$ cat src/rtl/seq_bw_mult_ctrl.sv
// Sequential Baugh-Wooley style multiplier: one shared adder row, one partial product per cycle.
// Operands enter through a valid/ready handshake; the 2*WIDTH-bit product is held until taken.
module seq_bw_mult_ctrl #(
    parameter int unsigned WIDTH = 4
) (
    input  logic               clk,
    input  logic               rst,
    input  logic               in_valid,
    output logic               in_ready,
    input  logic [WIDTH-1:0]   a,
    input  logic [WIDTH-1:0]   b,
    input  logic               tc,
    output logic               out_valid,
    input  logic               out_ready,
    output logic [2*WIDTH-1:0] product,
    output logic               busy
);

    localparam int unsigned PW = 2 * WIDTH;
    localparam int unsigned CW = $clog2(WIDTH);

    typedef enum logic [1:0] {
        StIdle,
        StRun,
        StDone
    } state_e;

    state_e          state_q, state_d;
    logic [WIDTH-1:0] a_q, a_d;
    logic [WIDTH-1:0] b_q, b_d;
    logic            tc_q, tc_d;
    logic [PW-1:0]   acc_q, acc_d;
    logic [CW-1:0]   cnt_q, cnt_d;
    logic [PW-1:0]   product_q, product_d;

    logic            last_bit;
    logic [PW-1:0]   a_ext;
    logic [PW-1:0]   pp;
    logic [PW-1:0]   acc_step;

    assign last_bit = (cnt_q == CW'(WIDTH - 1));
    assign a_ext    = tc_q ? {{WIDTH{a_q[WIDTH-1]}}, a_q} : {{WIDTH{1'b0}}, a_q};
    assign pp       = b_q[cnt_q] ? (a_ext << cnt_q) : '0;
    // The multiplier MSB carries negative weight in two's complement, so it is subtracted.
    assign acc_step = (tc_q && last_bit) ? (acc_q - pp) : (acc_q + pp);

    always_comb begin
        state_d   = state_q;
        a_d       = a_q;
        b_d       = b_q;
        tc_d      = tc_q;
        acc_d     = acc_q;
        cnt_d     = cnt_q;
        product_d = product_q;
        in_ready  = 1'b0;
        out_valid = 1'b0;
        busy      = 1'b0;

        case (state_q)
            StIdle: begin
                in_ready = 1'b1;
                if (in_valid) begin
                    a_d     = a;
                    b_d     = b;
                    tc_d    = tc;
                    acc_d   = '0;
                    cnt_d   = '0;
                    state_d = StRun;
                end
            end
            StRun: begin
                busy  = 1'b1;
                acc_d = acc_step;
                cnt_d = cnt_q + 1'b1;
                if (last_bit) begin
                    product_d = acc_step;
                    state_d   = StDone;
                end
            end
            StDone: begin
                out_valid = 1'b1;
                if (out_ready) begin
                    state_d = StIdle;
                end
            end
            default: begin
                state_d = StIdle;
            end
        endcase
    end

    always_ff @(posedge clk) begin
        if (rst) begin
            state_q   <= StIdle;
            a_q       <= '0;
            b_q       <= '0;
            tc_q      <= 1'b0;
            acc_q     <= '0;
            cnt_q     <= '0;
            product_q <= '0;
        end else begin
            state_q   <= state_d;
            a_q       <= a_d;
            b_q       <= b_d;
            tc_q      <= tc_d;
            acc_q     <= acc_d;
            cnt_q     <= cnt_d;
            product_q <= product_d;
        end
    end

    assign product = product_q;

endmodule

$ cat config.mk
export PLATFORM = sky130hd
export DESIGN_NAME = seq_bw_mult_ctrl
export DESIGN_NICKNAME = d
export VERILOG_FILES = /design/src/rtl/seq_bw_mult_ctrl.sv
export SDC_FILE = /design/constraint.sdc
export NUM_CORES = 1
export LEC_CHECK = 0
export BUFFER_PORTS_ARGS = -buffer_cell sky130_fd_sc_hd__buf_4
export CELL_PAD_IN_SITES_DETAIL_PLACEMENT = 1
export CELL_PAD_IN_SITES_GLOBAL_PLACEMENT = 1
export CORE_UTILIZATION = 42
export CTS_CLUSTER_SIZE = 14
export DETAILED_ROUTE_END_ITERATION = 8
export PLACE_DENSITY_LB_ADDON = 0.1
export SKIP_LAST_GASP = 1
export SYNTH_ARGS = -nofsm -noshare
export SYNTH_HDL_FRONTEND = slang
export SYNTH_SLANG_ARGS = --single-unit
$ cat constraint.sdc
create_clock -name clk -period 3.75 [get_ports clk]
set_input_delay 0.5625 -clock clk [delete_from_list [all_inputs] [get_ports clk]]
set_output_delay 0.5625 -clock clk [all_outputs]
set_load 0.02 [all_outputs]
; Word-level counts from Yosys, hierarchy flattened
; Cells that the tools add are included.
; W data, S select, Z words.
[word_totals]
elab_cells = 41
in_bits = 13
ff_bits = 29
[classes]
reduce_logical = 7
shifts = 1
add_sub_neg = 3
magnitude_cmp = 1
muxes = 16
n_eq_ne = 6
[ops]
columns = op, count
row1 = $mux W8, 4
row2 = $pmux W8 S2, 1
row3 = $add A8 B8 Y8, 1
row4 = $mux W2, 4
row5 = $shl A8 B2 Y8, 1
row6 = $sub A8 B8 Y8, 1
row7 = $ne A2 B2 Y1 const B, 3
row8 = $pmux W2 S3, 1
row9 = $reduce_and A2 Y1, 3
row10 = $eq A2 B2 Y1 const B, 2
row11 = $mux W1, 4
row12 = $pmux W2 S2, 1
row13 = $lt A2 B3 Y1 const B, 1
row14 = $reduce_and A3 Y1, 1
row15 = $add A2 B1 Y2 const B, 1
row16 = $bmux W1 S2, 1
row17 = $eq A2 B1 Y1 const B, 1
row18 = $logic_not A2 Y1, 1
row19 = $reduce_bool A2 Y1, 1
row20 = $logic_and A1 B1 Y1, 1

; Longest topological paths before layout
[logic_depth]
word_depth = 6
ltp_mapped = 17

; Worst setup path before layout
; Ideal clock, no wire load.
[synth_timing]
path_kind = register -> register
from = register cnt_q[0]
to = register product_q[7], in the netlist product[7]
path_buffers = 2
setup_ns = 0.079
slack_ns = 0.292
required_ns = 3.671
arrival_ns = 3.379
stages_incl_launch_ff = 13
path_cell_list = dfxtp_1 buf_2 buf_2 mux4_2 nand2_1 nand3_1 nor3b_1 mux2i_1 o22a_1 ha_1 o41ai_1 xor3_1 a211oi_2
[synth_between]
elab_chain_len = 5
[synth_lines]
columns = element, line_no
row1 = "start, declared", 33  ; logic [CW-1:0] cnt_q, cnt_d;
row2 = "start signal, assigned", 107  ; cnt_q <= cnt_d;
row3 = $bmux W1 S2, 43  ; assign pp = b_q[cnt_q] ? (a_ext << cnt_q) : '0;
row4 = $mux W1 (implied by the code), 43
row5 = $mux W8, 43
row6 = $add A8 B8 Y8 or $sub A8 B8 Y8 (tied branches), 45  ; assign acc_step = (tc_q && last_bit) ? (acc_q - pp) : (acc_q + pp);
row7 = $mux W8, 45
row8 = "end signal, assigned", 108  ; product_q <= product_d;
row9 = "end, declared", 34  ; logic [PW-1:0] product_q, product_d;
; Parallel ways exist; a longest one is shown, timed or not. The select of a mux whose other input is x is not followed.
; A chain may end at the register's enable or synchronous reset.

; Worst setup path after layout
[layout_timing]
from = register cnt_q[0]
to = register acc_q[7]
[layout_between]
elab_chain_len = 6
[layout_lines]
columns = element, line_no
row1 = $bmux W1 S2, 43
row2 = $mux W1 (implied by the code), 43
row3 = $mux W8, 43
row4 = $add A8 B8 Y8 or $sub A8 B8 Y8 (tied branches), 45
row5 = $mux W8 (*), 45
row6 = $pmux W8 S2 (*), 59  ; case (state_q)
row7 = "end signal, assigned", 98  ; acc_q <= '0;
row8 = "end signal, assigned", 106  ; acc_q <= acc_d;
row9 = "end, declared", 32  ; logic [PW-1:0] acc_q, acc_d;
; Mark *: on every way between the ends. The rest lies on a longest branch, timed or not. The select of a mux whose other input is x is not followed.

==> impl_metrics.py <==
metrics = {
    "clocking": {
        "cts-root-buf": "clkbuf_8",
        "clock_path_buffers": 2,
        "path_clk_slew_ns": 0.07,
        "htreeDepth": 2,
        "clkLatencyLatePin_ns": 0.28,
        "cts_tree": "done",
        "numClockSinks": 29,
        "cts_buffers": 5,
        "cts_setup_buffers": 0,
    },
    "final_layout": {
        "fill_cells": 529,
        "area_growth_syn_to_layout_pct": 15.6,
        "multi_input_area_sq_um": 1190,
        "nNetsFinal": 281,
        "seq_area_sq_um": 582,
        "final_util": 0.520,
        "layout-drive-gt1-share": 0.174,
        "diodes": 0,
    },
    "sta": {
        "maxSlewHeadroom": 0.518,
        "slew_viol_final": 0,
        "worstMarginPinSlew_ns": 0.721,
        "fin_skew_ns": 0.00418,
        "max_freq_mhz": 296,
        "rsz0062_at_grt": "no",
        "post-route-period-util": 0.900,
        "finalHoldViolCount": 0,
        "fin_tns_setup_ns": 0,
        "setup_violations": 0,
        "period_minus_slack_ns": 3.37,
        "timing.final.ws_setup_ns": 0.377,
    },
    "floorplanning": {
        "core_sq_um": 4120,
        "die_area_sq_um": 4680,
        "die_x_um": 68.4,
        "rows": 23,
        "initial_utilization": 0.450,
        "pin_count": 24,
        "fp.dieH_um": 68.4,
    },
    "route": {
        "dr_total_vias": 1694,
        "wl_per_cell_um": 14.7,
        "drtAntennaViolNets": 0,
        "vias_per_cell": 5.48,
        "first_iter_violations": 79,
        "wl_um": 4530,
        "firstDrtPassIters": 4,
        "drcViolationCount": 0,
    },
    "global_routing": {
        "grt_overflow_total": 0,
        "grt_max_degree": 30,
        "grt_pass1_vias": 1688,
        "grt_pass1_wl_um": 7780,
        "antenna_found_initial": 0,
        "grtUsageTotal": 0.226,
    },
    "synthesis": {
        "synthesis.area_sq_um": 1850,
        "synth_flop_cell": "dfxtp_1",
        "avgSynthCellArea_sq_um": 7.71,
        "syn_inst": 240,
        "synth_edf_count": 0,
        "yosysUniqueCellTypes": 44,
        "ys_seq_elements": 29,
        "synth_warnings": 0,
        "syn-num-nets": 263,
        "ys_seq_area_frac": 0.314,
        "async_reset_ff_frac": 0,
    },
    "status": {
        "outcome": "complete, no violations",
    },
    "worst_setup_path": {
        "rr_startpoint": "cnt_q[0]",
        "cp-start-kind": "flip-flop",
        "worstPathRequired_ns": 3.96,
        "path_max_fanout": 10,
        "path_cells": "buf_4 > mux4_2 > nand2_1 > nand3_1 > nor3b_1 > mux2i_1 > o22a_1 > ha_1 > nor2_1 > nor2_1 > o41ai_2 > buf_4 > nand3b_1 > mux2_1 > a31oi_1",
        "reg2reg_slack_ns": 0.38,
        "critPathBufInv": 2,
        "criticalPathCategory": "flip-flop to flip-flop",
        "crit_arrival_ns": 3.59,
        "r2r_cells": 15,
        "critPathMaxStageDelay_ns": 0.52,
        "critical_path.top_delay_family": "multiplexers",
        "rr_endpoint": "acc_q[7]",
        "crit_path_end_kind": "flip-flop",
        "crit_slowest_cell": "mux4_2",
    },
    "placed_design": {
        "place_congestion": 0.787,
        "post-place-ws_ns": 0.157,
        "dp_hpwl_um": 3300,
        "portBuffers": 23,
    },
    "power": {
        "seqPwrFrac": 0.413,
        "p_switching_uw": 262,
        "p_comb_frac": 0.282,
        "p_sw_frac": 0.317,
        "p_clk_frac": 0.305,
        "ir_worst_vdd_v": 0.000232,
        "cellPowerDensity_nw_per_um2": 387,
        "p_leak_uw": 0.000823,
        "power.total_uw": 827,
        "internal_power_uw": 565,
    },
    "run": {
        "maxCapViolCount": 0,
    },
    "hold_path": {
        "min_path_cells": 2,
        "hold_end": "product[2]",
        "hp-start": "product[2]",
        "hold_path_class": "flip-flop to flip-flop",
    },
}
[placed cells by master, fill, tap and decap left out, types with 2 or more instances in the layout]
cell type,synthesis,layout
clkbuf_8,0,5
ha_1,9,9
a211oi_1,3,3
nor2_1,20,20
nor2b_1,5,4
nand3b_1,4,4
nand2_1,49,49
o21a_1,4,4
xor2_1,3,3
mux2i_1,2,2
nand2b_1,6,6
nor3_1,3,3
mux4_2,2,2
a31oi_1,3,3
dfxtp_1,29,28
buf_4,0,26
nor3b_1,3,3
inv_1,7,7
o21ai_0,6,5
xnor2_1,5,5
o21ai_2,1,2
a21oi_1,25,25
and2_1,2,2
nand3_1,16,16
clkinv_2,0,2
[kinds of logic (layout without fill, tap and decap cells)]
kind of cell / Yosys count / in the layout / synth area share
fa+ha+maj: 10 / 10 / 0.0717
simple gates: 111 / 111 / 0.274
xor+xnor: 9 / 9 / 0.0507
mux: 6 / 6 / 0.0494
buf+inv: 23 / 42 / 0.0527
flops: 29 / 29 / 0.314
compound gates: 52 / 52 / 0.188
[power groups by stage]
stage                     registers (uW)  logic (uW)  clock network, uW
final                                342         233                252
after global routing                 344         263                269
after CTS                            342         228                260
after detailed placement             349         226                  0
after global placement               348         222                  0
after floorplan                      340         177                  0
[synthesized netlist by cell type, types with 2 or more instances]
| library cell | n | area share |
|---|---|---|
| nand2_1 | 49 | 0.099 |
| dfxtp_1 | 29 | 0.31 |
| a21oi_1 | 25 | 0.068 |
| nor2_1 | 20 | 0.041 |
| nand3_1 | 16 | 0.043 |
| clkbuf_1 | 11 | 0.022 |
| ha_1 | 9 | 0.061 |
| inv_1 | 7 | 0.014 |
| nand2b_1 | 6 | 0.020 |
| o21ai_0 | 6 | 0.016 |
| nor2b_1 | 5 | 0.017 |
| xnor2_1 | 5 | 0.024 |
| nand3b_1 | 4 | 0.016 |
| o21a_1 | 4 | 0.016 |
| a211oi_1 | 3 | 0.012 |
| a31oi_1 | 3 | 0.010 |
| nor3_1 | 3 | 0.0081 |
| nor3b_1 | 3 | 0.012 |
| xor2_1 | 3 | 0.014 |
| and2_1 | 2 | 0.0068 |
| buf_2 | 2 | 0.0054 |
| mux2i_1 | 2 | 0.011 |
| mux4_2 | 2 | 0.024 |
[timing repair]
action | in CTS | in global routing
gates resized for setup | 0 | 5
hold buffers | 0 | 0
endpoints found under the setup margin | 0 | 2
[tightest hold or removal path, cell delays in order, from the launching register on]
cell	delay, ns
dfxtp_1	0.31
nand2_1	0.05
a21oi_1	0.05
[sequential cells by signal, summed over array words and instances (netlist names)]
signal,count
a_q,4
acc_q,8
b_q,4
cnt_q,2
product,8
state_q,2
tc_q,1
[final cells by class]
class                      count  area share
sequential                    29       0.272
clock buffer                   6      0.0339
timing repair buffer          26      0.0913
clock inverter                 2     0.00468
inverter                       8      0.0140
multi-input combinational    188       0.555
tap                           50      0.0293
[worst max path at each step]
| stage | start | end | slack [ns] | cells past startpoint |
|---|---|---|---|---|
| CTS | cnt_q[1] | product[7] | 0.13 | 11 |
| floorplan | cnt_q[0] | product[7] | 0.29 | 12 |
| detailed placement | cnt_q[1] | acc_q[7] | 0.16 | 13 |
| global placement | cnt_q[1] | product[7] | 0.28 | 11 |
| finish | cnt_q[0] | acc_q[7] | 0.38 | 15 |
| global route | cnt_q[0] | acc_q[7] | 0.06 | 18 |
[stage by stage]
| step | hold slack (ns) | cell area (sq um) | instances |
|---|---|---|---|
| 2_1_floorplan | 0.452 | 1850 | 240 |
| 3_3_place_gp | 0.450 | 2040 | 301 |
| 3_5_place_dp | 0.453 | 2040 | 301 |
| 4_1_cts | 0.462 | 2120 | 309 |
| 5_1_grt | 0.490 | 2140 | 309 |
| 6_report | 0.457 | 2140 | 309 |
[layer usage]
metal / GRT usage / wire (um) / vias up
li1: - / - / 857
met1: 0.312 / 2340 / 804
met2: 0.347 / 1980 / 26
met3: 0.0350 / 134 / 7
met4: 0.0938 / 76 / 0
met5: 0 / 0 / -
No activity file was read; power rests on OpenSTA's default activity.
